## config.mk

```make
export PLATFORM = sky130hd
export DESIGN_NAME = mux_cfg_loader
export DESIGN_NICKNAME = d
export VERILOG_FILES = /design/src/rtl/mux_cfg_loader_pkg.sv /design/src/rtl/mux_cfg_loader_sync_2ff.sv /design/src/rtl/mux_cfg_loader.sv
export SDC_FILE = /design/constraint.sdc
export NUM_CORES = 1
export LEC_CHECK = 0
export CAP_MARGIN = 20
export CORE_UTILIZATION = 35
export DETAILED_ROUTE_END_ITERATION = 16
export HOLD_SLACK_MARGIN = 0.06
export PLACE_DENSITY = 0.56
export SLEW_MARGIN = 10
export SYNTH_ARGS = -nofsm -noshare
export SYNTH_HDL_FRONTEND = slang
export SYNTH_SLANG_ARGS = --single-unit
```

## constraint.sdc

```tcl
create_clock -name clk -period 5.75 [get_ports clk]
set_input_delay 0.8625 -clock clk [delete_from_list [all_inputs] [get_ports clk]]
set_output_delay 0.8625 -clock clk [all_outputs]
set_load 0.01 [all_outputs]
```

## src/rtl/mux_cfg_loader_pkg.sv

```systemverilog
// Purpose : shared frame layout, command codes and FSM states for the pin-mux config loader.
// Latency : n/a (types and constants only).
// Backpress: n/a.
package mux_cfg_loader_pkg;

    localparam int FRAME_W = 16;
    localparam int CNT_W   = 4;
    localparam int IDX_W   = 6;
    localparam int SRC_W   = 8;

    // Tag in the top two bits of a read response, so the host can tell
    // a real response from the all-zero "nothing pending" pattern.
    localparam logic [1:0] READ_TAG = 2'b10;

    typedef enum logic [1:0] {
        CMD_NOP   = 2'b00,
        CMD_WRITE = 2'b01,
        CMD_READ  = 2'b10,
        CMD_APPLY = 2'b11
    } cmd_e;

    typedef struct packed {
        cmd_e             cmd;
        logic [IDX_W-1:0] idx;
        logic [SRC_W-1:0] src;
    } frame_t;

    typedef enum logic [1:0] {
        ST_IDLE,
        ST_SHIFT,
        ST_EXEC,
        ST_DRAIN
    } state_e;

endpackage

```

## src/rtl/mux_cfg_loader_sync_2ff.sv

```systemverilog
// Purpose : two-flop synchronizer for one async level into clk.
// Latency : 2 clk.
// Backpress: none; free-running.
// Ports   : clk, rst_n (async active-low), i_d (async input), o_q (synchronized output).
module mux_cfg_loader_sync_2ff #(
    parameter logic RST_VAL = 1'b0
) (
    input  logic clk,
    input  logic rst_n,
    input  logic i_d,
    output logic o_q
);

    logic r_meta;
    logic r_q;

    always_ff @(posedge clk or negedge rst_n) begin
        if (!rst_n) begin
            r_meta <= RST_VAL;
            r_q    <= RST_VAL;
        end else begin
            r_meta <= i_d;
            r_q    <= r_meta;
        end
    end

    assign o_q = r_q;

endmodule

```

## src/rtl/mux_cfg_loader.sv

```systemverilog
// Purpose : SPI mode-0 writer for the pin-mux selector table; shadow writes, atomic APPLY, shadow readback.
// Latency : 16th synced sck rise at T -> EXEC at T+1 -> table/flag/apply_pulse effects visible at T+2.
// Backpress: none; host must keep sck high/low >= 3 clk; edges after 16 bits are ignored until cs_n rises.
// Ports   : clk, rst_n; cfg_sck/cfg_cs_n/cfg_mosi (async SPI in), cfg_miso (registered SPI out);
//           sel_flat (active table, entry i at [i*SEL_W +: SEL_W]), apply_pulse, err_range, err_abort (sticky).
module mux_cfg_loader
    import mux_cfg_loader_pkg::*;
#(
    parameter int N_OUT = 16,
    parameter int SEL_W = 4
) (
    input  logic                   clk,
    input  logic                   rst_n,
    input  logic                   cfg_sck,
    input  logic                   cfg_cs_n,
    input  logic                   cfg_mosi,
    output logic                   cfg_miso,
    output logic [N_OUT*SEL_W-1:0] sel_flat,
    output logic                   apply_pulse,
    output logic                   err_range,
    output logic                   err_abort
);

    // ---------------- synchronizers and edge detect ----------------
    logic w_sck_s, w_cs_n_s, w_mosi_s;
    logic r_sck_d, r_cs_n_d;

    mux_cfg_loader_sync_2ff #(.RST_VAL(1'b0)) u_sync_sck  (.clk(clk), .rst_n(rst_n), .i_d(cfg_sck),  .o_q(w_sck_s));
    mux_cfg_loader_sync_2ff #(.RST_VAL(1'b1)) u_sync_cs_n (.clk(clk), .rst_n(rst_n), .i_d(cfg_cs_n), .o_q(w_cs_n_s));
    mux_cfg_loader_sync_2ff #(.RST_VAL(1'b0)) u_sync_mosi (.clk(clk), .rst_n(rst_n), .i_d(cfg_mosi), .o_q(w_mosi_s));

    always_ff @(posedge clk or negedge rst_n) begin
        if (!rst_n) begin
            r_sck_d  <= 1'b0;
            r_cs_n_d <= 1'b1;
        end else begin
            r_sck_d  <= w_sck_s;
            r_cs_n_d <= w_cs_n_s;
        end
    end

    logic w_sck_rise, w_sck_fall, w_cs_fall;
    assign w_sck_rise = w_sck_s & ~r_sck_d;
    assign w_sck_fall = ~w_sck_s & r_sck_d;
    assign w_cs_fall  = ~w_cs_n_s & r_cs_n_d;

    // ---------------- frame FSM ----------------
    state_e               r_state, w_state_nxt;
    logic                 w_start, w_shift_en, w_exec, w_abort;
    logic [FRAME_W-1:0]   r_shift_in;
    logic [CNT_W-1:0]     r_cnt;

    always_ff @(posedge clk or negedge rst_n) begin
        if (!rst_n) begin
            r_state <= ST_IDLE;
        end else begin
            r_state <= w_state_nxt;
        end
    end

    // Exits from SHIFT/DRAIN use the cs_n level rather than its edge, so a
    // cs_n rise that lands during EXEC is still honoured one cycle later.
    always_comb begin
        w_state_nxt = r_state;
        w_start     = 1'b0;
        w_shift_en  = 1'b0;
        w_exec      = 1'b0;
        w_abort     = 1'b0;
        case (r_state)
            ST_IDLE: begin
                if (w_cs_fall) begin
                    w_state_nxt = ST_SHIFT;
                    w_start     = 1'b1;
                end
            end
            ST_SHIFT: begin
                if (w_cs_n_s) begin
                    w_state_nxt = ST_IDLE;
                    w_abort     = (r_cnt != '0);
                end else if (w_sck_rise) begin
                    w_shift_en = 1'b1;
                    if (r_cnt == CNT_W'(FRAME_W - 1)) begin
                        w_state_nxt = ST_EXEC;
                    end
                end
            end
            ST_EXEC: begin
                w_exec      = 1'b1;
                w_state_nxt = ST_DRAIN;
            end
            ST_DRAIN: begin
                if (w_cs_n_s) begin
                    w_state_nxt = ST_IDLE;
                end
            end
            default: w_state_nxt = ST_IDLE;
        endcase
    end

    always_ff @(posedge clk or negedge rst_n) begin
        if (!rst_n) begin
            r_shift_in <= '0;
            r_cnt      <= '0;
        end else if (w_start) begin
            r_shift_in <= '0;
            r_cnt      <= '0;
        end else if (w_shift_en) begin
            r_shift_in <= {r_shift_in[FRAME_W-2:0], w_mosi_s};
            r_cnt      <= r_cnt + 1'b1;
        end
    end

    // ---------------- decode ----------------
    frame_t           w_frm;
    logic             w_idx_ok, w_src_ok;
    logic [SRC_W-1:0] w_rd_data;
    logic             w_wr_err, w_rd_err, w_clr_err;

    assign w_frm    = frame_t'(r_shift_in);
    assign w_idx_ok = ({1'b0, w_frm.idx} < 7'(N_OUT));
    assign w_src_ok = ((w_frm.src >> SEL_W) == '0);

    assign w_wr_err  = w_exec && (w_frm.cmd == CMD_WRITE) && !(w_idx_ok && w_src_ok);
    assign w_rd_err  = w_exec && (w_frm.cmd == CMD_READ) && !w_idx_ok;
    assign w_clr_err = w_exec && (w_frm.cmd == CMD_NOP) && w_frm.src[0];

    logic [SEL_W-1:0] r_shadow [N_OUT];
    logic [SEL_W-1:0] r_active [N_OUT];

    // Out-of-range index matches no entry, so readback data falls to zero.
    always_comb begin
        w_rd_data = '0;
        for (int i = 0; i < N_OUT; i++) begin
            if (w_frm.idx == IDX_W'(i)) begin
                w_rd_data = SRC_W'(r_shadow[i]);
            end
        end
    end

    // ---------------- tables ----------------
    logic r_apply_pulse;

    always_ff @(posedge clk or negedge rst_n) begin
        if (!rst_n) begin
            for (int i = 0; i < N_OUT; i++) begin
                r_shadow[i] <= SEL_W'(i);
                r_active[i] <= SEL_W'(i);
            end
            r_apply_pulse <= 1'b0;
        end else begin
            r_apply_pulse <= 1'b0;
            if (w_exec && (w_frm.cmd == CMD_WRITE) && w_idx_ok && w_src_ok) begin
                for (int i = 0; i < N_OUT; i++) begin
                    if (w_frm.idx == IDX_W'(i)) begin
                        r_shadow[i] <= w_frm.src[SEL_W-1:0];
                    end
                end
            end
            if (w_exec && (w_frm.cmd == CMD_APPLY)) begin
                for (int i = 0; i < N_OUT; i++) begin
                    r_active[i] <= r_shadow[i];
                end
                r_apply_pulse <= 1'b1;
            end
        end
    end

    // ---------------- sticky errors ----------------
    logic r_err_range, r_err_abort;

    // Set terms come after the clear so a new error in the same cycle wins.
    always_ff @(posedge clk or negedge rst_n) begin
        if (!rst_n) begin
            r_err_range <= 1'b0;
            r_err_abort <= 1'b0;
        end else begin
            if (w_clr_err) begin
                r_err_range <= 1'b0;
                r_err_abort <= 1'b0;
            end
            if (w_wr_err || w_rd_err) begin
                r_err_range <= 1'b1;
            end
            if (w_abort) begin
                r_err_abort <= 1'b1;
            end
        end
    end

    // ---------------- readback ----------------
    logic [FRAME_W-1:0] r_rsp, r_shift_out;
    logic               r_rsp_vld, r_miso;

    // A frame start always consumes the pending response; its MSB goes out
    // immediately and the remainder follows one bit per synced sck fall.
    always_ff @(posedge clk or negedge rst_n) begin
        if (!rst_n) begin
            r_rsp       <= '0;
            r_rsp_vld   <= 1'b0;
            r_shift_out <= '0;
            r_miso      <= 1'b0;
        end else begin
            if (w_cs_n_s) begin
                r_miso <= 1'b0;
            end else if (w_start) begin
                r_miso      <= r_rsp_vld ? r_rsp[FRAME_W-1] : 1'b0;
                r_shift_out <= r_rsp_vld ? {r_rsp[FRAME_W-2:0], 1'b0} : '0;
                r_rsp_vld   <= 1'b0;
            end else if (w_sck_fall && (r_state != ST_IDLE)) begin
                r_miso      <= r_shift_out[FRAME_W-1];
                r_shift_out <= {r_shift_out[FRAME_W-2:0], 1'b0};
            end
            if (w_exec && (w_frm.cmd == CMD_READ)) begin
                r_rsp     <= {READ_TAG, w_frm.idx, w_rd_data};
                r_rsp_vld <= 1'b1;
            end
        end
    end

    // ---------------- outputs ----------------
    always_comb begin
        sel_flat = '0;
        for (int i = 0; i < N_OUT; i++) begin
            sel_flat[i*SEL_W +: SEL_W] = r_active[i];
        end
    end

    assign cfg_miso    = r_miso;
    assign apply_pulse = r_apply_pulse;
    assign err_range   = r_err_range;
    assign err_abort   = r_err_abort;

endmodule
```

==> flow_summary_export.csv <==
group,metric,value,unit
outcome,status,"complete, no violations",
synth,synthTopCellsByCount,"mux2_2 (127), dfrtp_1 (122), nand2_1 (70)",
worst_hold_path,min_path_type,"reg -> reg",
route,vias,5277,
synth,synth_cell_types,56,
placement,routabilityCongestion,0.781,
grt,grt_usage,0.164,
final_layout,synthToLayoutAreaGrowth,19.4,%
clock_network,cts_tree,"built",
final_layout,n_antenna_cell,0,
sta,max_freq,373,MHz
placement,numPortBuffers,72,
synth,synthXorXnorAreaFrac,0.00318,
placement,hpwlAfterDp,12400,um
route,wl_per_cell,17.9,um
job,drv_cap,0,
clock_network,cts_htree_levels,4,
synth,synth_top_family_by_area,"multiplexers",
floorplanning,start_util,0.361,
synth,yosys.area.top_type,"dfrtp_1",
power,p_leak,0.00424,uW
floorplanning,die_x,156,um
route,via_per_inst,5.07,
route,ant_nets,0,
route,drt_iter0_markers,293,
grt,grt_first_pass_wirelength,30900,um
setup_path,crit_path_cell_trace,"buf_4, nand2b_1, nor3_1, a21oi_1, o21ai_0, a2111oi_0, o2bb2ai_1",
clock_network,clk_path_buf_depth,2,
power,vdd_ir_drop_max,0.136,mV
sta,clock_skew,21.5,ps
synth,synthArstFlopShare,1.00,
grt,grt_pass1_vias,5616,
setup_path,worstRegToRegCells,7,
final_layout,drive_above_1_share,0.363,
clock_network,cts_resized,0,
grt,grt_max_degree,108,
sta,fin_crit,2680,ps
setup_path,cp.required,6100,ps
sta,post-route-period-util,0.466,
setup_path,crit_slowest_cell,"dfrtp_1",
sta,setup_viol,0,
grt,antenna_found_initial,0,
setup_path,end_kind,"flop",
floorplanning,ios,73,
synth,yosysMostFrequentCell,"mux2_2",
synth,synth.yosys.seq_area_share,0.582,
synth,syn_avg_cell_area,12.6,sq um
setup_path,r2r_end,"r_rsp[1]$_DFFE_PN0P_",
synth,postSynthCellCount,659,
synth,synth-seq-cells,189,
sta,rsz0062_at_grt,"no",
route,drc_errors,0,
sta,tns,0,ps
setup_path,critical_path_class,"reg -> reg",
clock_network,root_buffer,"clkbuf_16",
sta,slew_headroom,0.344,
sta,drv_slew,0,
clock_network,clk_pin_slew,70,ps
worst_hold_path,hp-start,"u_sync_mosi.r_meta$_DFF_PN0_",
synth,syn_nets,666,
floorplanning,core,22900,sq um
clock_network,cts_hold_buffers,0,
sta,tightest_slew,984,ps
synth,yosys_warnings,0,
floorplanning,dieArea,24300,sq um
setup_path,reg2reg_setup_slack,3070,ps
worst_hold_path,min_to,"u_sync_mosi.o_q$_DFF_PN0_",
setup_path,max_stage_delay,600,ps
setup_path,arrival,3030,ps
synth,synth_simple_gate_area_frac,0.124,
grt,grt_overflow,0,
setup_path,startpoint_type,"flop",
clock_network,post-cts-setup-buffers,0,
floorplanning,chipHeight,156,um
clock_network,clock-sinks,189,
setup_path,r2r-start,"r_shift_in[8]$_DFFE_PN0P_",
synth,synth_ff_type,"dfrtp_1",
synth,synthesis.area,8280,sq um
final_layout,utilization,0.431,
setup_path,path_max_fanout,35,
route,routed_wl,18700,um
sta,finalHoldViolations,0,
synth,synth_edf_count,0,
synth,synth_top_area_frac,0.369,
final_layout,fin_nets,721,
worst_hold_path,holdPathStages,0,
synth,synth_mux_area_frac,0.188,
synth,synth_compound_area_frac,0.0747,
floorplanning,std_cell_rows,55,
clock_network,clk_latency,440,ps
power,p_per_area,271,nW/um^2
route,drt_pass1_iterations,5,
synth,synthAdderAreaFrac,0.00302,
clock_network,cts-buffers-inserted,17,
synth,synthTopCellsByArea,"dfrtp_1 (37%), dfstp_2 (21%), mux2_2 (17%)",
-- worst max-delay path by stage --
stage                              startpoint                        to  slack [ps]  cells past startpoint
global placement    r_shift_in[4]$_DFFE_PN0P_  r_shadow[25]$_DFFE_PN0P_        3160                      5
finish              r_shift_in[8]$_DFFE_PN0P_      r_rsp[1]$_DFFE_PN0P_        3070                      7
floorplan           r_shift_in[4]$_DFFE_PN0P_  r_shadow[25]$_DFFE_PN0P_        3410                      5
global route        r_shift_in[8]$_DFFE_PN0P_      r_rsp[1]$_DFFE_PN0P_        2830                      7
detailed placement  r_shift_in[4]$_DFFE_PN0P_  r_shadow[25]$_DFFE_PN0P_        3110                      5
CTS                 r_shift_in[8]$_DFFE_PN0P_      r_rsp[1]$_DFFE_PN0P_        3070                      7
-- cell usage in the layout, fill, tap and decap left out, types with 9 or more instances in the layout --
cell and count:
nand3_1 17, nor2_1 43, nand2b_1 9, o22ai_1 11, clkbuf_16 17, a21oi_1 17, clkdlybuf4s50_1 71, a22o_1 10
dfrtp_1 122, a31oi_1 11, dfstp_2 67, o21ai_0 15, mux2_2 127, nand2_1 70
-- area by class of cell --
type	instances	area (sq um)
multi-input combinational	420	3270
sequential	189	4810
fill	2084	13000
timing repair buffer	79	774
clock buffer	17	425
tap	313	392
inverter	7	26.3
clock inverter	15	179
-- through the flow --
stage | std cells | hold slack, ps | instance area [sq um] | setup slack, ps | total power (uW)
2_1_floorplan | 659 | 331 | 8280 | 3410 | 1450
3_3_place_gp | 1008 | 344 | 9280 | 3160 | 1500
3_5_place_dp | 1008 | 342 | 9280 | 3110 | 1510
4_1_cts | 1040 | 356 | 9880 | 3070 | 2710
5_1_grt | 1040 | 368 | 9880 | 2830 | 2780
6_report | 1040 | 349 | 9880 | 3070 | 2670
-- cell families after synthesis --
family,Yosys count
adder cells (fa/ha/maj),2
AO/OA/AOI/OAI,92
multiplexers,136
buffers and inverters,50
AND/OR/NAND/NOR,187
XOR/XNOR,3
flip-flops,189
-- worst max-delay path: cells and delay by family, from the launching register on --
family | cells | cell delay [ps]
buffers and inverters | 1 | 470
DFF | 1 | 600
and+or+nand+nor | 2 | 720
AOI/OAI and AO/OA | 4 | 800
-- per-layer routing --
metal	track usage	up-vias	routed length, um
met1	0.216	2701	8690
li1	-	2452	-
met4	0.0598	0	346
met5	0	-	0
met3	0.0286	21	611
met2	0.271	103	9000
-- power by group --
part / total (uW) / leakage [uW] / switching, uW / internal (uW)
Combinational: 92.0 / 0.00160 / 59.2 / 32.8
Clock: 1190 / 0.000297 / 567 / 624
Sequential: 1390 / 0.00235 / 26.0 / 1370
-- registers in the layout (all words and copies together), names as in the netlist, named ones only --
name / count
r_shift_in: 16
u_sync_sck.r_meta: 1
err_range: 1
u_sync_cs_n.r_meta: 1
r_shadow: 64
r_sck_d: 1
err_abort: 1
r_shift_out: 15
r_cs_n_d: 1
u_sync_mosi.o_q: 1
apply_pulse: 1
r_rsp: 11
sel_flat: 64
u_sync_mosi.r_meta: 1
u_sync_sck.o_q: 1
cfg_miso: 1
r_rsp_vld: 1
u_sync_cs_n.o_q: 1
r_state: 1
r_cnt: 4
Power figures use the tool's default switching activity.
